File: src/rtl/loc_ram_pkg.sv
// ============================================================================
// Module  : loc_ram_pkg
// Brief   : Shared constants and sizing helpers for the RAM write buffer.
// Revision: 1.0 - initial release
// ============================================================================
`default_nettype none

package loc_ram_pkg;

    localparam int c_WBUF_DEPTH_DEF = 4;

    // Pointer width for a modulo-depth pointer; never narrower than one bit.
    function automatic int ptr_w(input int depth);
        return (depth > 1) ? $clog2(depth) : 1;
    endfunction

    // Width of a buffered {addr, data} entry.
    function automatic int entry_w(input int aw, input int dw);
        return aw + dw;
    endfunction

endpackage

`default_nettype wire

File: src/rtl/loc_wbuf_fifo.sv
// ============================================================================
// Module  : loc_wbuf_fifo
// Brief   : In-order entry storage with modulo pointers, occupancy count and
//           an in-place overwrite port for the newest entry.
// Revision: 1.0 - initial release
// ============================================================================
`default_nettype none

module loc_wbuf_fifo
    import loc_ram_pkg::*;
#(
    parameter int DEPTH = c_WBUF_DEPTH_DEF,
    parameter int EW    = 64,
    parameter int PW    = ptr_w(DEPTH),
    parameter int CW    = $clog2(DEPTH + 1)
) (
    input  logic          clk,
    input  logic          rst_n,
    input  logic          i_push,
    input  logic          i_pop,
    input  logic          i_ovr,
    input  logic [EW-1:0] i_din,
    output logic [EW-1:0] o_head,
    output logic [EW-1:0] o_tail,
    output logic [CW-1:0] o_cnt,
    output logic          o_full
);

    logic [EW-1:0] r_mem [DEPTH];
    logic [PW-1:0] r_wptr;
    logic [PW-1:0] r_rptr;
    logic [CW-1:0] r_cnt;
    logic          r_full;

    logic [PW-1:0] w_tail_idx;
    logic [PW-1:0] w_wptr_nxt;
    logic [PW-1:0] w_rptr_nxt;
    logic [CW-1:0] w_cnt_nxt;

    // Explicit wrap so non-power-of-2 depths stay correct.
    assign w_wptr_nxt = (r_wptr == PW'(DEPTH - 1)) ? '0 : r_wptr + 1'b1;
    assign w_rptr_nxt = (r_rptr == PW'(DEPTH - 1)) ? '0 : r_rptr + 1'b1;
    assign w_tail_idx = (r_wptr == '0) ? PW'(DEPTH - 1) : r_wptr - 1'b1;
    assign w_cnt_nxt  = r_cnt + CW'(i_push) - CW'(i_pop);

    assign o_head = r_mem[r_rptr];
    assign o_tail = r_mem[w_tail_idx];
    assign o_cnt  = r_cnt;
    assign o_full = r_full;

    always_ff @(posedge clk) begin
        if (i_push) begin
            r_mem[r_wptr] <= i_din;
        end else if (i_ovr) begin
            r_mem[w_tail_idx] <= i_din;
        end
    end

    always_ff @(posedge clk or negedge rst_n) begin
        if (!rst_n) begin
            r_wptr <= '0;
            r_rptr <= '0;
            r_cnt  <= '0;
            r_full <= 1'b0;
        end else begin
            if (i_push) begin
                r_wptr <= w_wptr_nxt;
            end
            if (i_pop) begin
                r_rptr <= w_rptr_nxt;
            end
            r_cnt  <= w_cnt_nxt;
            r_full <= (w_cnt_nxt == CW'(DEPTH));
        end
    end

endmodule

`default_nettype wire

File: src/rtl/loc_ram_wbuf.sv
// ============================================================================
// Module  : loc_ram_wbuf
// Brief   : Write buffer between address conversion and RAM, with same-address
//           coalescing, drop-on-full and a sticky overflow flag.
// Revision: 1.0 - initial release
// ============================================================================
`default_nettype none

module loc_ram_wbuf
    import loc_ram_pkg::*;
#(
    parameter int LOC_AWIDTH = 32,
    parameter int LOC_DWIDTH = 32,
    parameter int WBUF_DEPTH = c_WBUF_DEPTH_DEF
) (
    input  logic                            clk,
    input  logic                            rst_n,
    input  logic                            loc_data_in_en,
    input  logic [LOC_AWIDTH-1:0]           loc_data_in_addr,
    input  logic [LOC_DWIDTH-1:0]           loc_data_in,
    output logic                            ram_wr_en,
    input  logic                            ram_wr_rdy,
    output logic [LOC_AWIDTH-1:0]           ram_wr_addr,
    output logic [LOC_DWIDTH-1:0]           ram_wr_data,
    output logic [$clog2(WBUF_DEPTH+1)-1:0] wbuf_cnt,
    output logic                            wbuf_full,
    output logic                            ovf_err,
    input  logic                            ovf_clr
);

    localparam int c_EW = entry_w(LOC_AWIDTH, LOC_DWIDTH);
    localparam int c_CW = $clog2(WBUF_DEPTH + 1);

    logic [c_EW-1:0]       w_head;
    logic [c_EW-1:0]       w_tail;
    logic [LOC_AWIDTH-1:0] w_tail_addr;
    logic                  w_pop;
    logic                  w_coal;
    logic                  w_drop;
    logic                  w_push;
    logic                  r_ovf;

    assign w_tail_addr = w_tail[c_EW-1 -: LOC_AWIDTH];
    assign w_pop       = ram_wr_en & ram_wr_rdy;

    // With a single entry the newest is also the head; if it leaves this
    // cycle the write must become a fresh push instead of an overwrite.
    assign w_coal = loc_data_in_en && (wbuf_cnt != '0) &&
                    (w_tail_addr == loc_data_in_addr) &&
                    !((wbuf_cnt == c_CW'(1)) && w_pop);
    assign w_drop = loc_data_in_en && wbuf_full && !w_pop && !w_coal;
    assign w_push = loc_data_in_en && !w_coal && !w_drop;

    loc_wbuf_fifo #(
        .DEPTH (WBUF_DEPTH),
        .EW    (c_EW)
    ) u_fifo (
        .clk    (clk),
        .rst_n  (rst_n),
        .i_push (w_push),
        .i_pop  (w_pop),
        .i_ovr  (w_coal),
        .i_din  ({loc_data_in_addr, loc_data_in}),
        .o_head (w_head),
        .o_tail (w_tail),
        .o_cnt  (wbuf_cnt),
        .o_full (wbuf_full)
    );

    assign ram_wr_en   = (wbuf_cnt != '0);
    assign ram_wr_addr = w_head[c_EW-1 -: LOC_AWIDTH];
    assign ram_wr_data = w_head[LOC_DWIDTH-1:0];
    assign ovf_err     = r_ovf;

    always_ff @(posedge clk or negedge rst_n) begin
        if (!rst_n) begin
            r_ovf <= 1'b0;
        end else if (w_drop) begin
            r_ovf <= 1'b1;
        end else if (ovf_clr) begin
            r_ovf <= 1'b0;
        end
    end

endmodule

`default_nettype wire

File: config.mk
export PLATFORM = sky130hd
export DESIGN_NAME = loc_ram_wbuf
export DESIGN_NICKNAME = d
export VERILOG_FILES = /design/src/rtl/loc_ram_pkg.sv /design/src/rtl/loc_wbuf_fifo.sv /design/src/rtl/loc_ram_wbuf.sv
export SDC_FILE = /design/constraint.sdc
export NUM_CORES = 1
export LEC_CHECK = 0
export BUFFER_PORTS_ARGS = -buffer_cell sky130_fd_sc_hd__buf_2
export CORE_ASPECT_RATIO = 2
export CORE_UTILIZATION = 55
export DETAILED_ROUTE_END_ITERATION = 16
export PLACE_DENSITY_LB_ADDON = 0.25
export SYNTH_ARGS = -nofsm -noshare
export SYNTH_HDL_FRONTEND = slang
export SYNTH_SLANG_ARGS = --single-unit
File: constraint.sdc
create_clock -name clk -period 8.2 [get_ports clk]
set_clock_uncertainty 0.15 [all_clocks]
set_input_delay 1.64 -clock clk [delete_from_list [all_inputs] [get_ports clk]]
set_output_delay 1.64 -clock clk [all_outputs]
set_load 0.01 [all_outputs]
=== Yosys cells after proc, flatten, opt, wreduce, memory -nomap -nowiden ===
Memory sizes are Yosys's and may differ from the RTL's.
Cells that the tools add are included.

* Muxes and demuxes: 13
* Add/sub/neg operators: 5
* Bitwise logic cells: 1
* Order comparisons: 0
* Divide/modulo/power cells: 0
* Reductions and logical operators: 17
* Equality and inequality tests: 5
* Shift-type cells: 0
* $mul: 0

{| class="wikitable"
|+ Operators with widths
! operator !! count
|-
| $mux W64 || 1
|-
| $reduce_or A64 Y1 || 1
|-
| $eq A32 B32 Y1 || 1
|-
| $logic_and A1 B1 Y1 || 9
|-
| $mux W1 || 8
|-
| $mux W2 || 4
|-
| $add A2 B1 Y2 const B || 2
|-
| $eq A2 B2 Y1 const B || 2
|-
| $logic_not A1 Y1 || 4
|-
| $add A3 B1 Y3 || 1
|-
| $eq A3 B1 Y1 const B || 1
|-
| $eq A3 B3 Y1 const B || 1
|-
| $reduce_bool A3 Y1 || 1
|-
| $sub A3 B1 Y3 || 1
|-
| $logic_not A2 Y1 || 1
|-
| $reduce_bool A2 Y1 || 1
|-
| $sub A2 B1 Y2 const B || 1
|-
| $and A1 B1 Y1 || 1
|}

* Word-level logic and storage cells: 47
* Latch bits: 0
* Bits of input ports: 69
* Memories kept: 1
* RAM bits: 256
* Bits in registers: 9
* Memory bits (read-only): 0

{| class="wikitable"
|+ Memories
! name !! words !! bits a word !! rd ports !! clocked after memory_dff !! write ports !! line !! RTL
|-
| u_fifo.r_mem || 4 || 64 || 2 || 0 || 1 || loc_wbuf_fifo.sv:29 || <nowiki>logic [EW-1:0] r_mem [DEPTH];</nowiki>
|}

=== Longest topological paths before layout ===
Gate-level depths: netlist of run 1.
An unclocked memory read counts as a cell.

* Depth in word-level cells: 14
* Gate-level depth with buffers: 21
* Gate-level depth less buffers: 16

=== By module ===
A second synthesis of run 1 with hierarchy kept.

* Cell total of the unflattened synthesis: 511
* Area, all modules: 11725.0 µm²

{| class="wikitable"
|+ Modules (own cells, without submodules)
! module !! times used !! area each (µm²) !! cells each !! seq. area each (µm²)
|-
| loc_wbuf_fifo || 1 || 11264.6 || 454 || 7887.6
|-
| loc_ram_wbuf || 1 || 460.4 || 57 || 25.0
|}

=== Worst setup path before layout of run 1 ===
Ideal clock, no wire load.

* Kind: input port to flip-flop
* Start point: input ram_wr_rdy
* End point: memory u_fifo.r_mem[1][0] (enable)
* Data arrival time: 6093 ps
* Path buffers: 0
* Stages on the path: 6
* Required time: 7536 ps
* Path slack: 1443 ps
* Cells stage by stage: o21ai_0 > o211ai_1 > or4b_1 > nor4_4 > nand4_4 > mux2i_1

* Cells in the longest elaborated chain, start to end: 12
* Elaborated cells between the ends (all ways): 19
* Classes of those cells: mux (7); bitwise (1); reduce/logical (11)

{| class="wikitable"
|+ RTL lines
! what !! line !! RTL
|-
| start, declared || loc_ram_wbuf.sv:22 || <nowiki>input logic ram_wr_rdy,</nowiki>
|-
| $and A1 B1 Y1 * || loc_ram_wbuf.sv:44 || <nowiki>assign w_pop = ram_wr_en & ram_wr_rdy;</nowiki>
|-
| $logic_and A1 B1 Y1 || loc_ram_wbuf.sv:50 || <nowiki>!((wbuf_cnt == c_CW'(1)) && w_pop);</nowiki>
|-
| $logic_not A1 Y1 || loc_ram_wbuf.sv:50 ||
|-
| $logic_and A1 B1 Y1 || loc_ram_wbuf.sv:49 || <nowiki>(w_tail_addr == loc_data_in_addr) &&</nowiki>
|-
| $logic_not A1 Y1 || loc_ram_wbuf.sv:51, loc_ram_wbuf.sv:52 ||
|-
| $logic_and A1 B1 Y1 || loc_ram_wbuf.sv:51 || <nowiki>assign w_drop = loc_data_in_en && wbuf_full && !w_pop && !w_coal;</nowiki>
|-
| $logic_not A1 Y1 || loc_ram_wbuf.sv:52 || <nowiki>assign w_push = loc_data_in_en && !w_coal && !w_drop;</nowiki>
|-
| $logic_and A1 B1 Y1 || loc_ram_wbuf.sv:52 ||
|-
| $mux W1 || loc_wbuf_fifo.sv:52 || <nowiki>if (i_push) begin</nowiki>
|-
| $mux W1 (implied by the code) || loc_wbuf_fifo.sv:55 || <nowiki>r_mem[w_tail_idx] <= i_din;</nowiki>
|-
| $reduce_or A64 Y1 (no source line) || -- ||
|-
| $mux W2 (no source line) or $mux W1 (tied branches) || -- ||
|-
| end, declared || loc_wbuf_fifo.sv:29 ||
|}

Every way passes the cells marked *; elsewhere a longest branch is shown, timed or not.

=== Worst setup path after layout of run 1 ===
* Start point: register u_fifo.r_wptr[0]
* End point: memory u_fifo.r_mem[1][19] (enable)

* Cells in the longest elaborated chain, start to end: 14
* Elaborated cells between the ends (all ways): 20
* Classes of those cells: add/sub (1); eq/ne (1); mux (8); reduce/logical (9); memory (1)

{| class="wikitable"
|+ RTL lines
! what !! line !! RTL
|-
| start, declared || loc_wbuf_fifo.sv:30 || <nowiki>logic [PW-1:0] r_wptr;</nowiki>
|-
| start signal, assigned || loc_wbuf_fifo.sv:67 || <nowiki>r_wptr <= w_wptr_nxt;</nowiki>
|-
| $sub A2 B1 Y2 or $logic_not A2 Y1 (tied branches) || loc_wbuf_fifo.sv:43 || <nowiki>assign w_tail_idx = (r_wptr == '0) ? PW'(DEPTH - 1) : r_wptr - 1'b1;</nowiki>
|-
| $mux W2 || loc_wbuf_fifo.sv:43 ||
|-
| $mem_v2 Z4 W64 || -- ||
|-
| $eq A32 B32 Y1 || loc_ram_wbuf.sv:49 ||
|-
| $logic_and A1 B1 Y1 || loc_ram_wbuf.sv:48 || <nowiki>assign w_coal = loc_data_in_en && (wbuf_cnt != '0) &&</nowiki>
|-
| $logic_and A1 B1 Y1 || loc_ram_wbuf.sv:49 ||
|-
| $logic_not A1 Y1 || loc_ram_wbuf.sv:51, loc_ram_wbuf.sv:52 ||
|-
| $logic_and A1 B1 Y1 || loc_ram_wbuf.sv:51 ||
|-
| $logic_not A1 Y1 || loc_ram_wbuf.sv:52 ||
|-
| $logic_and A1 B1 Y1 || loc_ram_wbuf.sv:52 ||
|-
| $mux W1 || loc_wbuf_fifo.sv:52 ||
|-
| $mux W1 (implied by the code) || loc_wbuf_fifo.sv:55 ||
|-
| $reduce_or A64 Y1 (no source line) || -- ||
|-
| $mux W2 (no source line) or $mux W1 (tied branches) || -- ||
|}

Several ways; a longest one is shown, not always the timed one.

==> results.md, run 1 <==
- Run status: complete, no violations
- Highest fanout seen on the critical path: 40
- Clk sinks: 265
- Sequential element share of the synthesized area: 71.3%
- Root Buffer Master: sky130_fd_sc_hd__clkbuf_16
- Clock period minus worst slack: 5.43 ns
- Number of global-route vias before repair: 6,328
- Overall Global Routing Usage: 22.7%
- Num CTS Buffers: 22
- Startpoint type of the worst setup path: flop
- DIE AREA: 20,800 µm²
- Maximum root-to-sink buffer count: 3
- Floorplan die height: 203 µm
- Adder-cell share of the synthesized area: 0.744%
- Largest family of logic cells by synthesized area: multiplexers
- Clock insertion delay at the later pin of the skew report: 0.50 ns
- Setup TNS: 0 ns
- Wire per inst: 23.5 µm
- Wire length of the first global-routing pass: 34,700 µm
- Distinct cells, synth: 49
- Final setup violating endpoints: 0
- Top library cells by usage in the layout, fill and taps aside: 256 x sky130_fd_sc_hd__edfxtp_1, 138 x sky130_fd_sc_hd__buf_2, 79 x sky130_fd_sc_hd__mux4_2, 24 x sky130_fd_sc_hd__mux2i_1, 24 x sky130_fd_sc_hd__xnor2_1
- Number of flip-flops and latches in the synthesized netlist: 265
- Number of nets in the synthesized netlist: 605
- Slowest stage cell on the critical path: sky130_fd_sc_hd__mux2i_4
- Final slew viol count: 0
- Number of flops mapped to enable cells by yosys: 256
- Routed wire length: 22,400 µm
- Die X: 102 µm
- Slowest cell delay on critical path: 0.94 ns
- Asr flop ratio synth: 3.40%
- Post-DR vias/cell: 6.00
- Number of antenna cells inserted: 0
- Crit-path cells: inv_1 -> ha_2 -> buf_4 -> mux4_1 -> xnor2_1 -> nand4_1 -> a2111o_1 -> nor4_4 -> nand4_4 -> mux2i_4 -> buf_12
- Unrepaired setup endpoints after global routing: no
- Predominant post-synthesis flop cell: sky130_fd_sc_hd__edfxtp_1
- Combined buffer and inverter count along the critical path: 3
- Gp weighted congestion: 0.829
- Data required time at the worst endpoint: 8.23 ns
- CTS H-Tree Depth: 1
- CTS tree: done
- Drt pass-1 iters: 5
- IO buf count: 138
- Share of cell area taken by muxes after synthesis: 19.3%
- Crit Path Class: flop to flop
- Max-cap violations: 0
- Initial standard-cell utilization of the core: 56.0%
- Per-instance average area after synthesis: 20.9 µm²
- Synth Area in XOR/XNOR: 2.76%
- Vias post-DR: 5,726
- Grt ovf: 0
- Yosys Warn Count: 0
- Synth Cell Area: 11,100 µm²
- Kind of cell with the highest combined delay on the critical path: multiplexers
- Static leakage: 4.47 nW
- Number of buffers added for setup after CTS: 0
- Number of DRC violations after detailed-routing iteration 0: 224
- Layout filler cell count: 1,398
- Fraction of the cycle the final worst path needs: 66.2%
- Clock edge transition at the registers on the reported setup and hold paths: 0.06 ns
- Data arrival at the endpoint of the critical path: 5.46 ns
- Layout Nets: 753
- P per Cell Area: 377 nW/µm²
- Number of nets with antenna violations after detailed routing: 0
- Area fraction in and, or, nand and nor cells after synthesis: 2.60%
- Hold violation total from the final report: 0
- Post-route DRC: 0
- Compound-cell area share of the yosys netlist: 1.87%
- Remaining max-slew budget at the tightest pin: 25.7%
- Maximum frequency from static timing analysis: 0.184 GHz
- Transition at the pin with the smallest max-transition slack: 1.09 ns
- Row cnt: 73
- Quantity of hold-fixing buffers added after cts: 0
- HPWL after detailed placement: 14,400 µm
- Worst hold slack: 0.430 ns
- Layout cells sized above 1: 39.8%
- I/O pins: 139
- Most frequent standard cell in the layout excluding fill and tap cells: sky130_fd_sc_hd__edfxtp_1
- Placeable core area: 19,800 µm²
- Count of mapped cells out of synthesis: 530
- Worst hold path class: flop to flop
- Initial antenna violation count: 1
- Area delta synth->final: 16.2%
- Number of gates given a new drive strength after cts: 0
- Largest net degree at the start of global routing: 58
- Critical Path Sink Type: flop
- Worst vdd ir: 336 µV
==> final timing paths <==
| check | start | slack, ns | end | depth (start not counted) |
|---|---|---|---|---|
| max in group asynchronous | rst_n | 6.87 | u_fifo.r_rptr[0]$_DFFE_PN0P_ | 1 |
| max | u_fifo.r_wptr[0]$_DFFE_PN0P_ | 2.77 | u_fifo.r_mem[1][19]$_DFFE_PP_ | 11 |
| max reg2reg | u_fifo.r_wptr[0]$_DFFE_PN0P_ | 2.77 | u_fifo.r_mem[1][19]$_DFFE_PP_ | 11 |
| min | u_fifo.o_full$_DFF_PN0_ | 0.43 | ovf_err$_DFFE_PN0P_ | 1 |
| min in group asynchronous | rst_n | 0.83 | u_fifo.o_cnt[2]$_DFF_PN0_ | 1 |
| min reg2reg | u_fifo.o_full$_DFF_PN0_ | 0.43 | ovf_err$_DFFE_PN0P_ | 1 |
==> cell usage after synthesis, drive strengths merged, types with 4 or more instances <==
cell type	number	share of area, %
edfxtp	256	69
mux2i	28	2.5
dfrtp	9	2.0
mux2	5	0.51
clkbuf	8	0.27
ha	5	0.56
mux4	80	16
a211oi	4	0.27
xnor2	24	1.9
buf	17	0.87
inv	9	0.30
nand3	4	0.18
nand2	14	0.47
xor2	11	0.87
nor3	7	0.32
o21ai	11	0.50
==> registers in the layout, summed over array words and instances, names as in the netlist <==
signal and count:
ovf_err 1, u_fifo.o_full 1, u_fifo.r_rptr 2, u_fifo.r_wptr 2, u_fifo.o_cnt 3, u_fifo.r_mem 256
==> per-stage QoR <==
| stage | worst slack (ns) | std cells | utilization, % | total power, W | instance area (µm²) |
|---|---|---|---|---|---|
| 2_1_floorplan | 1.44 | 530 | - | 0.00324 | 11100 |
| 5_1_grt | 2.51 | 955 | 65.1 | 0.00508 | 12900 |
| 3_5_place_dp | 2.72 | 916 | 61.3 | 0.00383 | 12100 |
| 3_3_place_gp | 2.89 | 916 | 61.3 | 0.00378 | 12100 |
| 6_report | 2.77 | 955 | 65.1 | 0.00486 | 12900 |
| 4_1_cts | 2.71 | 955 | 65.1 | 0.00491 | 12900 |
==> final cells by class <==
cell class | instances | area, µm² | share of cell area, %
clock buffer | 30 | 632 | 4.90
timing repair buffer | 149 | 786 | 6.09
sequential | 265 | 7920 | 61.4
multi-input combinational | 231 | 3080 | 23.9
tap | 262 | 328 | 2.54
clock inverter | 9 | 119 | 0.921
inverter | 9 | 33.8 | 0.262
==> layer usage <==
metal	part of all wire, %	global-route usage, %	up-vias
met5	0.071	0	-
met4	3.3	8.93	2
met3	4.9	3.65	46
met2	56	40.6	183
met1	36	26.8	2994
li1	-	-	2501
==> cells by family after synthesis <==
group	Yosys count
xor gates and xnor gates	35
AOI/OAI and AO/OA	31
buffers and inverters	34
and+or+nand+nor	46
muxes	113
DFF	265
adders and majority gates	6
==> power breakdown <==
group          total, W  internal (W)  switching, W
Clock           0.00108      0.000634      0.000445
Sequential      0.00189       0.00178      0.000107
Combinational   0.00190      0.000856       0.00104
Total           0.00486       0.00327       0.00159
(Power assumes the default switching activity.)
==> inputs of run 2 (changes only) <==
--- a/config.mk
+++ b/config.mk
@@ -7,7 +7,7 @@
 export LEC_CHECK = 0
 export BUFFER_PORTS_ARGS = -buffer_cell sky130_fd_sc_hd__buf_2
 export CORE_ASPECT_RATIO = 2
-export CORE_UTILIZATION = 55
+export CORE_UTILIZATION = 52
 export DETAILED_ROUTE_END_ITERATION = 16
 export PLACE_DENSITY_LB_ADDON = 0.25
 export SYNTH_ARGS = -nofsm -noshare
==> constraint.sdc (replaced) <==
create_clock -name clk -period 4.7 [get_ports clk]
set_clock_uncertainty 0.15 [all_clocks]
set_input_delay 0.94 -clock clk [delete_from_list [all_inputs] [get_ports clk]]
set_output_delay 0.94 -clock clk [all_outputs]
set_load 0.01 [all_outputs]
==> run 2 against run 1 <==
  * Flip-flop and latch count unchanged
  * Largest cell class unchanged
  * Non-clock buffer count increased by 10
  * Critical endpoint is now u_fifo.o_full$_DFF_PN0_
  * Via count decreased by 1.2%
  * Total power increased by 75%
  * Setup slack got worse by 2.5 ns
  * Highest routed layer unchanged
==> results.md, run 2 (synthesized netlist as in run 1, its figures left out) <==
- Run status: complete, no violations
- Layout cells sized above 1: 40.6%
- Worst hold path class: input port to async pin
- Setup TNS: 0 ns
- Worst vdd ir: 455 µV
- Slowest cell delay on critical path: 0.52 ns
- Quantity of hold-fixing buffers added after cts: 0
- Int Power: 0.00571 W
- Root Buffer Master: sky130_fd_sc_hd__clkbuf_16
- Number of DRC violations after detailed-routing iteration 0: 280
- Overall Global Routing Usage: 21.0%
- IO buf count: 138
- Critical path depth in cells: 17
- Part of the power in combinational logic: 38.3%
- I/O pins: 139
- Part of the power in the clock network: 21.1%
- Combined buffer and inverter count along the critical path: 5
- Wire per inst: 23.1 µm
- Area delta synth->final: 17.0%
- Wire length of the first global-routing pass: 34,600 µm
- Maximum root-to-sink buffer count: 3
- Vias post-DR: 5,659
- Top library cells by usage in the layout, fill and taps aside: 256 x sky130_fd_sc_hd__edfxtp_1, 138 x sky130_fd_sc_hd__buf_2, 79 x sky130_fd_sc_hd__mux4_2, 24 x sky130_fd_sc_hd__mux2i_1, 24 x sky130_fd_sc_hd__xnor2_1
- Largest net degree at the start of global routing: 53
- Max-cap violations: 0
- Clock edge transition at the registers on the reported setup and hold paths: 0.07 ns
- P per Cell Area: 655 nW/µm²
- Maximum frequency from static timing analysis: 0.228 GHz
- Data required time at the worst endpoint: 4.96 ns
- Crit-path cells: inv_1 -> ha_4 -> buf_4 -> inv_1 -> a211oi_1 -> nor3_1 -> or4b_1 -> nor4_4 -> a41oi_1 -> inv_1 -> ha_1 -> inv_1 -> ha_1 -> fa_1 -> xnor2_1 -> xnor2_1 -> nor3b_1
- Data arrival at the endpoint of the critical path: 4.65 ns
- Most common cell on crit path: sky130_fd_sc_hd__inv_1
- Initial antenna violation count: 2
- Clock period minus worst slack: 4.39 ns
- Floorplan die height: 209 µm
- Final setup violating endpoints: 0
- Max reg flops: 256
- Remaining max-slew budget at the tightest pin: 33.7%
- Total placed cells including tap cells: 933
- Clk sinks: 265
- Die X: 105 µm
- Highest fanout seen on the critical path: 12
- Routed length on met1: 8060 µm
- R2R Path End: u_fifo.o_full$_DFF_PN0_
- Fraction of the cycle the final worst path needs: 93.4%
- Num CTS Buffers: 22
- Layout Nets: 763
- Biggest register: u_fifo.r_mem
- Drt pass-1 iters: 4
- Depth of the worst register-to-register path: 17
- Net load switching power: 0.00280 W
- End-of-flow core utilization: 62.1%
- Number of global-route vias before repair: 6,226
- Critical Path Sink Type: flop
- Startpoint type of the worst setup path: flop
- Static leakage: 4.51 nW
- Kind of cell with the highest combined delay on the critical path: adder cells
- Worst reg2reg setup slack: 0.31 ns
- Post-route DRC: 0
- Start of the worst register-to-register path: u_fifo.r_wptr[1]$_DFFE_PN0P_
- DIE AREA: 22,000 µm²
- HPWL after detailed placement: 14,800 µm
- Number of non-filler instances in the completed layout: 972
- Final slew viol count: 0
- Length of routed met3 wiring: 1080 µm
- Transition at the pin with the smallest max-transition slack: 0.995 ns
- Hold violation total from the final report: 0
- Most frequent standard cell in the layout excluding fill and tap cells: sky130_fd_sc_hd__edfxtp_1
- Unrepaired setup endpoints after global routing: no
- Clock insertion delay at the later pin of the skew report: 0.51 ns
- CTS H-Tree Depth: 1
- Met2 routed WL: 12,700 µm
- Crit Path Class: flop to flop
- CTS tree: done
- Highest signal layer in the routed design: met5
- Initial standard-cell utilization of the core: 53.0%
- Sw frac: 32.9%
- Routed wire length: 22,400 µm
- Placeable core area: 20,900 µm²
- Row cnt: 75
- Gp weighted congestion: 0.760
- Grt ovf: 0
- Number of nets with antenna violations after detailed routing: 0
- Post-DR vias/cell: 5.82
- Slowest stage cell on the critical path: sky130_fd_sc_hd__or4b_1
- Sequential Power Share: 40.6%
## run 2: cell types whose count changed in the layout (fill, tap and decap cells not counted), moves of 3 or more
cell                       change
sky130_fd_sc_hd__buf_12        +3
sky130_fd_sc_hd__buf_4         +6
sky130_fd_sc_hd__clkinv_4      +3
sky130_fd_sc_hd__clkbuf_8      -3
## run 2: power groups by stage
stage	registers [W]	clock network, W	logic, W
floorplan	0.00327	0	0.00235
global placement	0.00349	0	0.00324
detailed placement	0.00353	0	0.00328
CTS	0.00347	0.00184	0.00330
global route	0.00352	0.00191	0.00349
finish	0.00345	0.00179	0.00326
## run 2: repair_timing
item                                    in CTS  in global routing
endpoints found under the setup margin       0                  1
endpoints found under the hold margin        0                  0
gates resized for setup                      0                  2
buffers inserted                             0                  0
## run 2: how the worst max path moves through the flow
stage	from	end	slack, ns
after floorplan	u_fifo.r_wptr[0]$_DFFE_PN0P_	u_fifo.r_mem[1][0]$_DFFE_PP_	-0.81
after detailed placement	u_fifo.r_wptr[1]$_DFFE_PN0P_	u_fifo.o_full$_DFF_PN0_	0.11
final	u_fifo.r_wptr[1]$_DFFE_PN0P_	u_fifo.o_full$_DFF_PN0_	0.31
after global routing	u_fifo.r_wptr[1]$_DFFE_PN0P_	u_fifo.o_full$_DFF_PN0_	0.04
after global placement	u_fifo.r_wptr[1]$_DFFE_PN0P_	u_fifo.o_full$_DFF_PN0_	0.31
after CTS	u_fifo.r_wptr[1]$_DFFE_PN0P_	u_fifo.o_full$_DFF_PN0_	0.08
## run 2: cell type report
type / instances / area (µm²)
fillers: 1493 / 7930
flip-flops and latches: 265 / 7920
multi-input cells: 231 / 3090
repair buffers: 159 / 902
clock buffers: 26 / 587
well taps: 269 / 337
clock inverters: 12 / 119
inverters: 9 / 33.8
diodes: 1 / 2.50
## run 2: layer usage
metal	up-vias	track usage, %
met5	-	0
met4	2	6.99
met3	36	3.37
met2	166	39.5
met1	2933	23.8
li1	2522	-
## run 2: stage by stage
| step | hold slack [ns] | worst slack [ns] | area, µm² | power [W] |
|---|---|---|---|---|
| 2_1_floorplan | 0.435 | -0.812 | 11100 | 0.00563 |
| 3_3_place_gp | 0.399 | 0.309 | 12300 | 0.00673 |
| 3_5_place_dp | 0.419 | 0.110 | 12300 | 0.00681 |
| 4_1_cts | 0.126 | 0.0809 | 13000 | 0.00861 |
| 5_1_grt | 0.134 | 0.0440 | 13000 | 0.00892 |
| 6_report | 0.135 | 0.308 | 13000 | 0.00851 |
